$ cat src/rtl/i2c_slave_if.sv
// Open-drain I2C pin bundle between a bus master (or its model) and the slave target.
interface i2c_slave_if;
  logic scl_in;
  logic sda_in;
  logic sda_oe;

  modport master (output scl_in, output sda_in, input sda_oe);
  modport slave  (input scl_in, input sda_in, output sda_oe);
endinterface

$ cat src/rtl/i2c_slave_fsm.sv
// Oversampled I2C slave: decodes START/STOP and the address, receives two write bytes
// or returns two read bytes, all clocked by clk with scl/sda treated as sampled data.
module i2c_slave_fsm #(
  parameter int                  ADDR_LEN   = 7,
  parameter int                  DATA_LEN   = 8,
  parameter logic [ADDR_LEN-1:0] SLAVE_ADDR = 7'b1010110,
  parameter int                  NUM_BYTES  = 2
) (
  input  logic                clk,
  input  logic                rst,
  i2c_slave_if.slave          bus,
  input  logic [DATA_LEN-1:0] tx_data_1,
  input  logic [DATA_LEN-1:0] tx_data_2,
  output logic [DATA_LEN-1:0] rx_data_1,
  output logic [DATA_LEN-1:0] rx_data_2,
  output logic                rx_valid,
  output logic                rd_done,
  output logic                addr_hit,
  output logic                busy
);

  localparam logic [2:0] IDLE      = 3'd0;
  localparam logic [2:0] ADDR      = 3'd1;
  localparam logic [2:0] ADDR_ACK  = 3'd2;
  localparam logic [2:0] WR_DATA   = 3'd3;
  localparam logic [2:0] WR_ACK    = 3'd4;
  localparam logic [2:0] RD_DATA   = 3'd5;
  localparam logic [2:0] RD_ACK    = 3'd6;
  localparam logic [2:0] WAIT_STOP = 3'd7;

  localparam int SH_W  = (ADDR_LEN + 1 > DATA_LEN) ? ADDR_LEN + 1 : DATA_LEN;
  localparam int CNT_W = $clog2(SH_W + 1);
  localparam logic [CNT_W-1:0] ADDR_BITS = CNT_W'(ADDR_LEN + 1);
  localparam logic [CNT_W-1:0] DATA_BITS = CNT_W'(DATA_LEN);

  logic scl_p0, scl_p1, scl_p2;
  logic sda_p0, sda_p1, sda_p2;
  logic scl_rise, scl_fall, start_det, stop_det;

  logic [2:0]       state;
  logic [CNT_W-1:0] bit_cnt;
  logic [SH_W-1:0]  shift;
  logic             byte_idx;
  logic             rw;
  logic             rx_pend;
  logic             sda_drive;
  logic             more_bytes;
  logic [DATA_LEN-1:0] tx_shadow_2;

  // Stage p0/p1: two-flop synchronizer, p2: previous synced value for edge detection
  always_ff @(posedge clk or posedge rst) begin
    if (rst) begin
      scl_p0 <= 1'b1; scl_p1 <= 1'b1; scl_p2 <= 1'b1;
      sda_p0 <= 1'b1; sda_p1 <= 1'b1; sda_p2 <= 1'b1;
    end else begin
      scl_p0 <= bus.scl_in; scl_p1 <= scl_p0; scl_p2 <= scl_p1;
      sda_p0 <= bus.sda_in; sda_p1 <= sda_p0; sda_p2 <= sda_p1;
    end
  end

  assign scl_rise   = scl_p1 & ~scl_p2;
  assign scl_fall   = ~scl_p1 & scl_p2;
  assign start_det  = scl_p1 & ~sda_p1 & sda_p2;
  assign stop_det   = scl_p1 & sda_p1 & ~sda_p2;
  assign more_bytes = int'(byte_idx) < NUM_BYTES - 1;
  assign bus.sda_oe = sda_drive;

  // Stage p3: protocol FSM acting on the detected bus events
  always_ff @(posedge clk or posedge rst) begin
    if (rst) begin
      state       <= IDLE;
      bit_cnt     <= '0;
      shift       <= '0;
      byte_idx    <= 1'b0;
      rw          <= 1'b0;
      rx_pend     <= 1'b0;
      sda_drive   <= 1'b0;
      tx_shadow_2 <= '0;
      rx_data_1   <= '0;
      rx_data_2   <= '0;
      rx_valid    <= 1'b0;
      rd_done     <= 1'b0;
      addr_hit    <= 1'b0;
      busy        <= 1'b0;
    end else begin
      rd_done  <= 1'b0;
      rx_pend  <= 1'b0;
      rx_valid <= rx_pend;
      if (stop_det) begin
        state     <= IDLE;
        busy      <= 1'b0;
        addr_hit  <= 1'b0;
        sda_drive <= 1'b0;
      end else if (start_det) begin
        state     <= ADDR;
        busy      <= 1'b1;
        bit_cnt   <= '0;
        addr_hit  <= 1'b0;
        sda_drive <= 1'b0;
      end else begin
        case (state)
          ADDR: begin
            if (scl_rise) begin
              shift   <= {shift[SH_W-2:0], sda_p1};
              bit_cnt <= bit_cnt + 1'b1;
            end else if (scl_fall && bit_cnt == ADDR_BITS) begin
              rw <= shift[0];
              if (shift[ADDR_LEN:1] == SLAVE_ADDR) begin
                sda_drive <= 1'b1;
                addr_hit  <= 1'b1;
                state     <= ADDR_ACK;
              end else begin
                sda_drive <= 1'b0;
                state     <= WAIT_STOP;
              end
            end
          end
          ADDR_ACK: begin
            if (scl_fall) begin
              byte_idx <= 1'b0;
              if (!rw) begin
                sda_drive <= 1'b0;
                bit_cnt   <= '0;
                state     <= WR_DATA;
              end else begin
                // MSB goes out now; the shifter holds the remaining bits left-aligned
                tx_shadow_2 <= tx_data_2;
                shift       <= SH_W'({tx_data_1[DATA_LEN-2:0], 1'b0});
                sda_drive   <= ~tx_data_1[DATA_LEN-1];
                bit_cnt     <= CNT_W'(1);
                state       <= RD_DATA;
              end
            end
          end
          WR_DATA: begin
            if (scl_rise) begin
              shift   <= {shift[SH_W-2:0], sda_p1};
              bit_cnt <= bit_cnt + 1'b1;
            end else if (scl_fall && bit_cnt == DATA_BITS) begin
              sda_drive <= 1'b1;
              state     <= WR_ACK;
              if (!byte_idx) begin
                rx_data_1 <= shift[DATA_LEN-1:0];
              end else begin
                rx_data_2 <= shift[DATA_LEN-1:0];
                rx_pend   <= 1'b1;
              end
            end
          end
          WR_ACK: begin
            if (scl_fall) begin
              sda_drive <= 1'b0;
              if (more_bytes) begin
                byte_idx <= 1'b1;
                bit_cnt  <= '0;
                state    <= WR_DATA;
              end else begin
                state <= WAIT_STOP;
              end
            end
          end
          RD_DATA: begin
            if (scl_fall) begin
              if (bit_cnt == DATA_BITS) begin
                sda_drive <= 1'b0;
                state     <= RD_ACK;
              end else begin
                sda_drive <= ~shift[DATA_LEN-1];
                shift     <= shift << 1;
                bit_cnt   <= bit_cnt + 1'b1;
              end
            end
          end
          RD_ACK: begin
            if (scl_rise && (sda_p1 || !more_bytes)) begin
              rd_done <= 1'b1;
              state   <= WAIT_STOP;
            end else if (scl_fall) begin
              byte_idx  <= 1'b1;
              shift     <= SH_W'({tx_shadow_2[DATA_LEN-2:0], 1'b0});
              sda_drive <= ~tx_shadow_2[DATA_LEN-1];
              bit_cnt   <= CNT_W'(1);
              state     <= RD_DATA;
            end
          end
          WAIT_STOP: sda_drive <= 1'b0;
          IDLE:      sda_drive <= 1'b0;
          default: begin
            sda_drive <= 1'b0;
            state     <= IDLE;
          end
        endcase
      end
    end
  end

endmodule

$ cat src/flat_wrapper.sv
// flat-port wrapper written by rule: the top's interface ports become plain ports
module i2c_slave_fsm_flat 
#(
  parameter int                  ADDR_LEN   = 7,
  parameter int                  DATA_LEN   = 8,
  parameter logic [ADDR_LEN-1:0] SLAVE_ADDR = 7'b1010110,
  parameter int                  NUM_BYTES  = 2
)
  (clk, rst, tx_data_1, tx_data_2, rx_data_1, rx_data_2, rx_valid, rd_done, addr_hit, busy, bus_scl_in, bus_sda_in, bus_sda_oe);
  i2c_slave_if bus_i ();
  input  logic clk;
  input  logic rst;
  input  logic [DATA_LEN-1:0] tx_data_1;
  input  logic [DATA_LEN-1:0] tx_data_2;
  output logic [DATA_LEN-1:0] rx_data_1;
  output logic [DATA_LEN-1:0] rx_data_2;
  output logic rx_valid;
  output logic rd_done;
  output logic addr_hit;
  output logic busy;
  input wire logic [$bits(bus_i.scl_in)-1:0] bus_scl_in;
  input wire logic [$bits(bus_i.sda_in)-1:0] bus_sda_in;
  output wire logic [$bits(bus_i.sda_oe)-1:0] bus_sda_oe;
  assign bus_i.scl_in = bus_scl_in;
  assign bus_i.sda_in = bus_sda_in;
  assign bus_sda_oe = bus_i.sda_oe;
  i2c_slave_fsm #(.ADDR_LEN(ADDR_LEN), .DATA_LEN(DATA_LEN), .SLAVE_ADDR(SLAVE_ADDR), .NUM_BYTES(NUM_BYTES)) u_core (.clk(clk), .rst(rst), .bus(bus_i), .tx_data_1(tx_data_1), .tx_data_2(tx_data_2), .rx_data_1(rx_data_1), .rx_data_2(rx_data_2), .rx_valid(rx_valid), .rd_done(rd_done), .addr_hit(addr_hit), .busy(busy));
endmodule
$ cat config.mk
export PLATFORM = sky130hd
export DESIGN_NAME = i2c_slave_fsm_flat
export DESIGN_NICKNAME = d
export VERILOG_FILES = /design/src/rtl/i2c_slave_if.sv /design/src/rtl/i2c_slave_fsm.sv /design/src/flat_wrapper.sv
export SDC_FILE = /design/constraint.sdc
export NUM_CORES = 1
export LEC_CHECK = 0
export ABC_AREA = 1
export BUFFER_PORTS_ARGS = -buffer_cell sky130_fd_sc_hd__buf_2
export CORE_ASPECT_RATIO = 0.6
export CORE_MARGIN = 5
export CORE_UTILIZATION = 47
export CTS_BUF_LIST = sky130_fd_sc_hd__clkbuf_8 sky130_fd_sc_hd__clkbuf_16
export DETAILED_ROUTE_END_ITERATION = 7
export GPL_ROUTABILITY_DRIVEN = 0
export PLACE_DENSITY = 0.77
export SLEW_MARGIN = 15
export SYNTH_ARGS = -nofsm -noshare
export SYNTH_HDL_FRONTEND = slang
export SYNTH_SLANG_ARGS = --single-unit
$ cat constraint.sdc
create_clock -name clk -period 2.4 [get_ports clk]
set_input_delay 0.72 -clock clk [delete_from_list [all_inputs] [get_ports clk]]
set_output_delay 0.72 -clock clk [all_outputs]
set_load 0.02 [all_outputs]
==> flow_results.xml <==
<?xml version="1.0" encoding="UTF-8"?>
<metrics>
  <group name="global_routing">
    <metric name="grt_util_all_layers" unit="">0.1769</metric>
    <metric name="grt_pass1_wl" unit="mm">11.11</metric>
    <metric name="first_global_vias" unit="">2150</metric>
    <metric name="grt_start_max_net_pins" unit="">29</metric>
    <metric name="antenna_found_initial" unit="">0</metric>
    <metric name="globalRouteOverflowTotal" unit="">0</metric>
  </group>
  <group name="sta">
    <metric name="final.setup_skew" unit="ps">6.803</metric>
    <metric name="final.setup.worst_slack" unit="ps">512.1</metric>
    <metric name="timing.setup.tns" unit="ps">0</metric>
    <metric name="final_min_period_over_clock_period" unit="">0.7866</metric>
    <metric name="rsz0062_at_grt" unit="">no</metric>
    <metric name="slew_at_the_pin_closest_to_its_max_slew_limit" unit="ps">565.8</metric>
    <metric name="fmax" unit="GHz">0.5297</metric>
    <metric name="final_number_of_hold_violating_endpoints" unit="">0</metric>
    <metric name="report.final.slew_viol_count" unit="">0</metric>
    <metric name="maxSlewHeadroom" unit="">0.6222</metric>
    <metric name="finalCriticalPeriod" unit="ps">1888</metric>
    <metric name="finalSetupViolCount" unit="">0</metric>
  </group>
  <group name="critical_path">
    <metric name="worstPathMaxFanout" unit="">11</metric>
    <metric name="critical_path.slowest_cell" unit="">dfrtp_1</metric>
    <metric name="cp.arrival" unit="ps">2100</metric>
    <metric name="kind_of_start_point_of_the_critical_path" unit="">flip-flop</metric>
    <metric name="reg2regPathDepth" unit="">9</metric>
    <metric name="rr_endpoint" unit="">u_core.bit_cnt[1]</metric>
    <metric name="max_stage_delay" unit="ps">710</metric>
    <metric name="r2r-start" unit="">u_core.state[1]</metric>
    <metric name="path_cells" unit="">inv_1, nand3_2, inv_1, nand3_1, nand2_1, nor2_1, nand3_2, nand2_1, nand2_1</metric>
    <metric name="cp_common_cell" unit="">nand2_1</metric>
    <metric name="worst_ep_required_time" unit="ps">2610</metric>
    <metric name="worst-r2r-setup-slack" unit="ps">510</metric>
    <metric name="end_kind" unit="">flip-flop</metric>
    <metric name="critical_path_class" unit="">flip-flop to flip-flop</metric>
    <metric name="launch_point_of_the_worst_path" unit="">u_core.state[1]</metric>
  </group>
  <group name="pwr">
    <metric name="finalPower" unit="mW">3.448</metric>
    <metric name="power.share.combinational" unit="">0.456</metric>
    <metric name="switch_share" unit="">0.4596</metric>
    <metric name="pwr-share-seq" unit="">0.359</metric>
    <metric name="intPower" unit="mW">1.863</metric>
    <metric name="total_switching_power" unit="mW">1.585</metric>
    <metric name="leakage" unit="nW">1.690</metric>
    <metric name="ir_worst_vdd" unit="uV">423.2</metric>
    <metric name="clock_power_share" unit="">0.185</metric>
    <metric name="cellPowerDensity" unit="nW/um2">1048</metric>
  </group>
  <group name="logic_synthesis">
    <metric name="synthesis.nets" unit="">354</metric>
    <metric name="synthDominantAreaCellType" unit="">dfrtp_1</metric>
    <metric name="syn_area_per_cell" unit="um2">8.743</metric>
    <metric name="synthesis.instances" unit="">332</metric>
    <metric name="ys.warnings.count" unit="">0</metric>
    <metric name="synth-seq-area-share" unit="">0.4595</metric>
    <metric name="ys_top_cells_by_area" unit="">dfrtp_1 41%, nand2_1 12%, dfstp_2 5.4%, nand3_1 5.0%, inv_1 3.2%</metric>
    <metric name="synthFlopType" unit="">dfrtp_1</metric>
    <metric name="synth.top_cells.by_count" unit="">96 x nand2_1, 47 x dfrtp_1, 29 x nand3_1</metric>
    <metric name="synth.top_cell.area_share" unit="">0.4052</metric>
    <metric name="synthMostInstantiatedCell" unit="">nand2_1</metric>
    <metric name="syn_area" unit="um2">2903</metric>
    <metric name="synth-edff-count" unit="">0</metric>
    <metric name="ys_ff_latch" unit="">53</metric>
    <metric name="ys_async_sr_fraction" unit="">1.000</metric>
    <metric name="netlist-cell-type-count" unit="">35</metric>
  </group>
  <group name="floorplan">
    <metric name="die-width" unit="um">111.5</metric>
    <metric name="placement_rows" unit="">22</metric>
    <metric name="fp.dieArea" unit="um2">7899</metric>
    <metric name="die_height" unit="um">70.88</metric>
    <metric name="initial_core_util" unit="">0.4793</metric>
    <metric name="io-pin-count" unit="">41</metric>
    <metric name="floorplan.core_area" unit="um2">6056</metric>
  </group>
  <group name="routing">
    <metric name="drtAntennaViolNets" unit="">0</metric>
    <metric name="number_of_iterations_in_the_first_detailed_routing_pass" unit="">5</metric>
    <metric name="via_count" unit="">2436</metric>
    <metric name="drt-initial-drc-count" unit="">218</metric>
    <metric name="post_drt_via_cell_ratio" unit="">5.284</metric>
    <metric name="drc_errors" unit="">0</metric>
    <metric name="wire_length_reported_by_the_detailed_router" unit="mm">6.688</metric>
    <metric name="detail_route.wl_per_cell" unit="um">14.51</metric>
  </group>
  <group name="status">
    <metric name="outcome" unit="">completed</metric>
  </group>
  <group name="place">
    <metric name="place_area" unit="um2">3173</metric>
    <metric name="port_buffers" unit="">40</metric>
    <metric name="dpl.cell_count" unit="">453</metric>
    <metric name="place_ws" unit="ps">546.2</metric>
    <metric name="post_detail_place_hpwl" unit="mm">5.286</metric>
  </group>
  <group name="clocking">
    <metric name="htree_levels" unit="">2</metric>
    <metric name="post_cts_resized" unit="">0</metric>
    <metric name="clk_pin_slew" unit="ps">100</metric>
    <metric name="post_cts_hold_buffers" unit="">0</metric>
    <metric name="numClockSinks" unit="">53</metric>
    <metric name="cts_inserted_buffers" unit="">5</metric>
    <metric name="max-clock-path-buffers" unit="">2</metric>
    <metric name="post-cts-setup-buffers" unit="">0</metric>
    <metric name="clkLatencyLatePin" unit="ps">320</metric>
    <metric name="cts_tree" unit="">done</metric>
    <metric name="cts_root_buf" unit="">clkbuf_8</metric>
  </group>
  <group name="cells_and_area">
    <metric name="layout.cells.non_filler" unit="">461</metric>
    <metric name="drive_above_1_share" unit="">0.2997</metric>
    <metric name="fill_cells" unit="">554</metric>
    <metric name="syn2layout_area_growth" unit="%">13.32</metric>
    <metric name="antenna_cells" unit="">0</metric>
    <metric name="design_area" unit="um2">3289</metric>
    <metric name="layout.nets" unit="">398</metric>
  </group>
  <group name="hold_path">
    <metric name="min_delay_worst_endpoint" unit="">u_core.scl_p1</metric>
    <metric name="hold_depth" unit="">0</metric>
    <metric name="worstHoldPathType" unit="">flip-flop to flip-flop</metric>
    <metric name="min-delay-start" unit="">u_core.scl_p0</metric>
  </group>
  <group name="job">
    <metric name="maxCapViolations" unit="">0</metric>
  </group>
</metrics>
routing by layer:
| metal | up-vias | wire, um | GRT usage |
|---|---|---|---|
| met3 | 14 | 674 | 0.05726 |
| met4 | 0 | 99 | 0.04723 |
| met5 | - | 0 | 0 |
| met2 | 124 | 2540 | 0.2204 |
| li1 | 1165 | - | - |
| met1 | 1133 | 3374 | 0.2849 |
layout by cell type (no fill, tap or decap), drive strengths merged:
master	synthesis	final
a31oi	1	1
o21ai	22	22
a21oi	7	7
nand3	40	40
mux2	8	8
ha	2	2
nand2	105	105
xnor2	1	1
or2	1	1
nor3	2	2
inv	37	39
dfrtp	47	47
bufinv	0	1
a31o	1	1
clkbuf	0	5
buf	6	43
nor2	32	32
nand4	5	5
o211ai	9	9
dfstp	6	6
sequential cells by signal (all words and copies together), names as in the netlist, 3 cells and up:
register,flops
u_core.state,3
u_core.bit_cnt,4
u_core.rx_data_2,8
u_core.shift,8
u_core.rx_data_1,8
u_core.tx_shadow_2,8
critical path, delay by kind of cell, from the launching register on:
kind	cells	cell delay, ps
AND/OR/NAND/NOR	7	770
flip-flops	1	710
buffers and inverters	2	300
per-stage QoR:
stage,utilization,hold WS (ps)
2_1_floorplan,-,331.2
3_3_place_gp,0.5240,335.7
3_5_place_dp,0.5240,349.3
4_1_cts,0.5432,368.2
5_1_grt,0.5432,379.0
6_report,0.5432,363.6
how the worst max path moves through the flow:
stage / endpoint / slack (ps)
CTS: u_core.shift[1] / 530
floorplan: u_core.addr_hit / 400
global route: u_core.shift[5] / 350
finish: u_core.bit_cnt[1] / 510
global placement: u_core.shift[6] / 620
detailed placement: u_core.shift[1] / 550
area by class of cell:
type	count	area [um2]	area share
repair buffers	43	222.7	0.06771
multi-input cells	236	1363	0.4142
clock inverters	3	47.55	0.01445
flip-flops and latches	53	1334	0.4055
well taps	84	105.1	0.03195
inverters	37	148.9	0.04526
clock buffers	5	68.82	0.02092
cell families (layout without fill, tap and decap cells):
group,Yosys count,after routing,synth area share
XOR/XNOR,1,1,0.003018
AND/OR/NAND/NOR,185,185,0.3328
adder cells (fa/ha/maj),2,2,0.008619
flip-flops,53,53,0.4595
AO/OA/AOI/OAI,40,40,0.09396
multiplexers,8,8,0.03104
buffers and inverters,43,88,0.07112
power by group through the flow:
stage,clock network [mW],registers [mW],logic (mW)
4_1_cts,0.651,1.24,1.55
3_3_place_gp,0,1.24,1.51
6_report,0.639,1.24,1.57
5_1_grt,0.690,1.26,1.76
3_5_place_dp,0,1.25,1.54
2_1_floorplan,0,1.15,1.34
No activity file was read; power rests on OpenSTA's default activity.
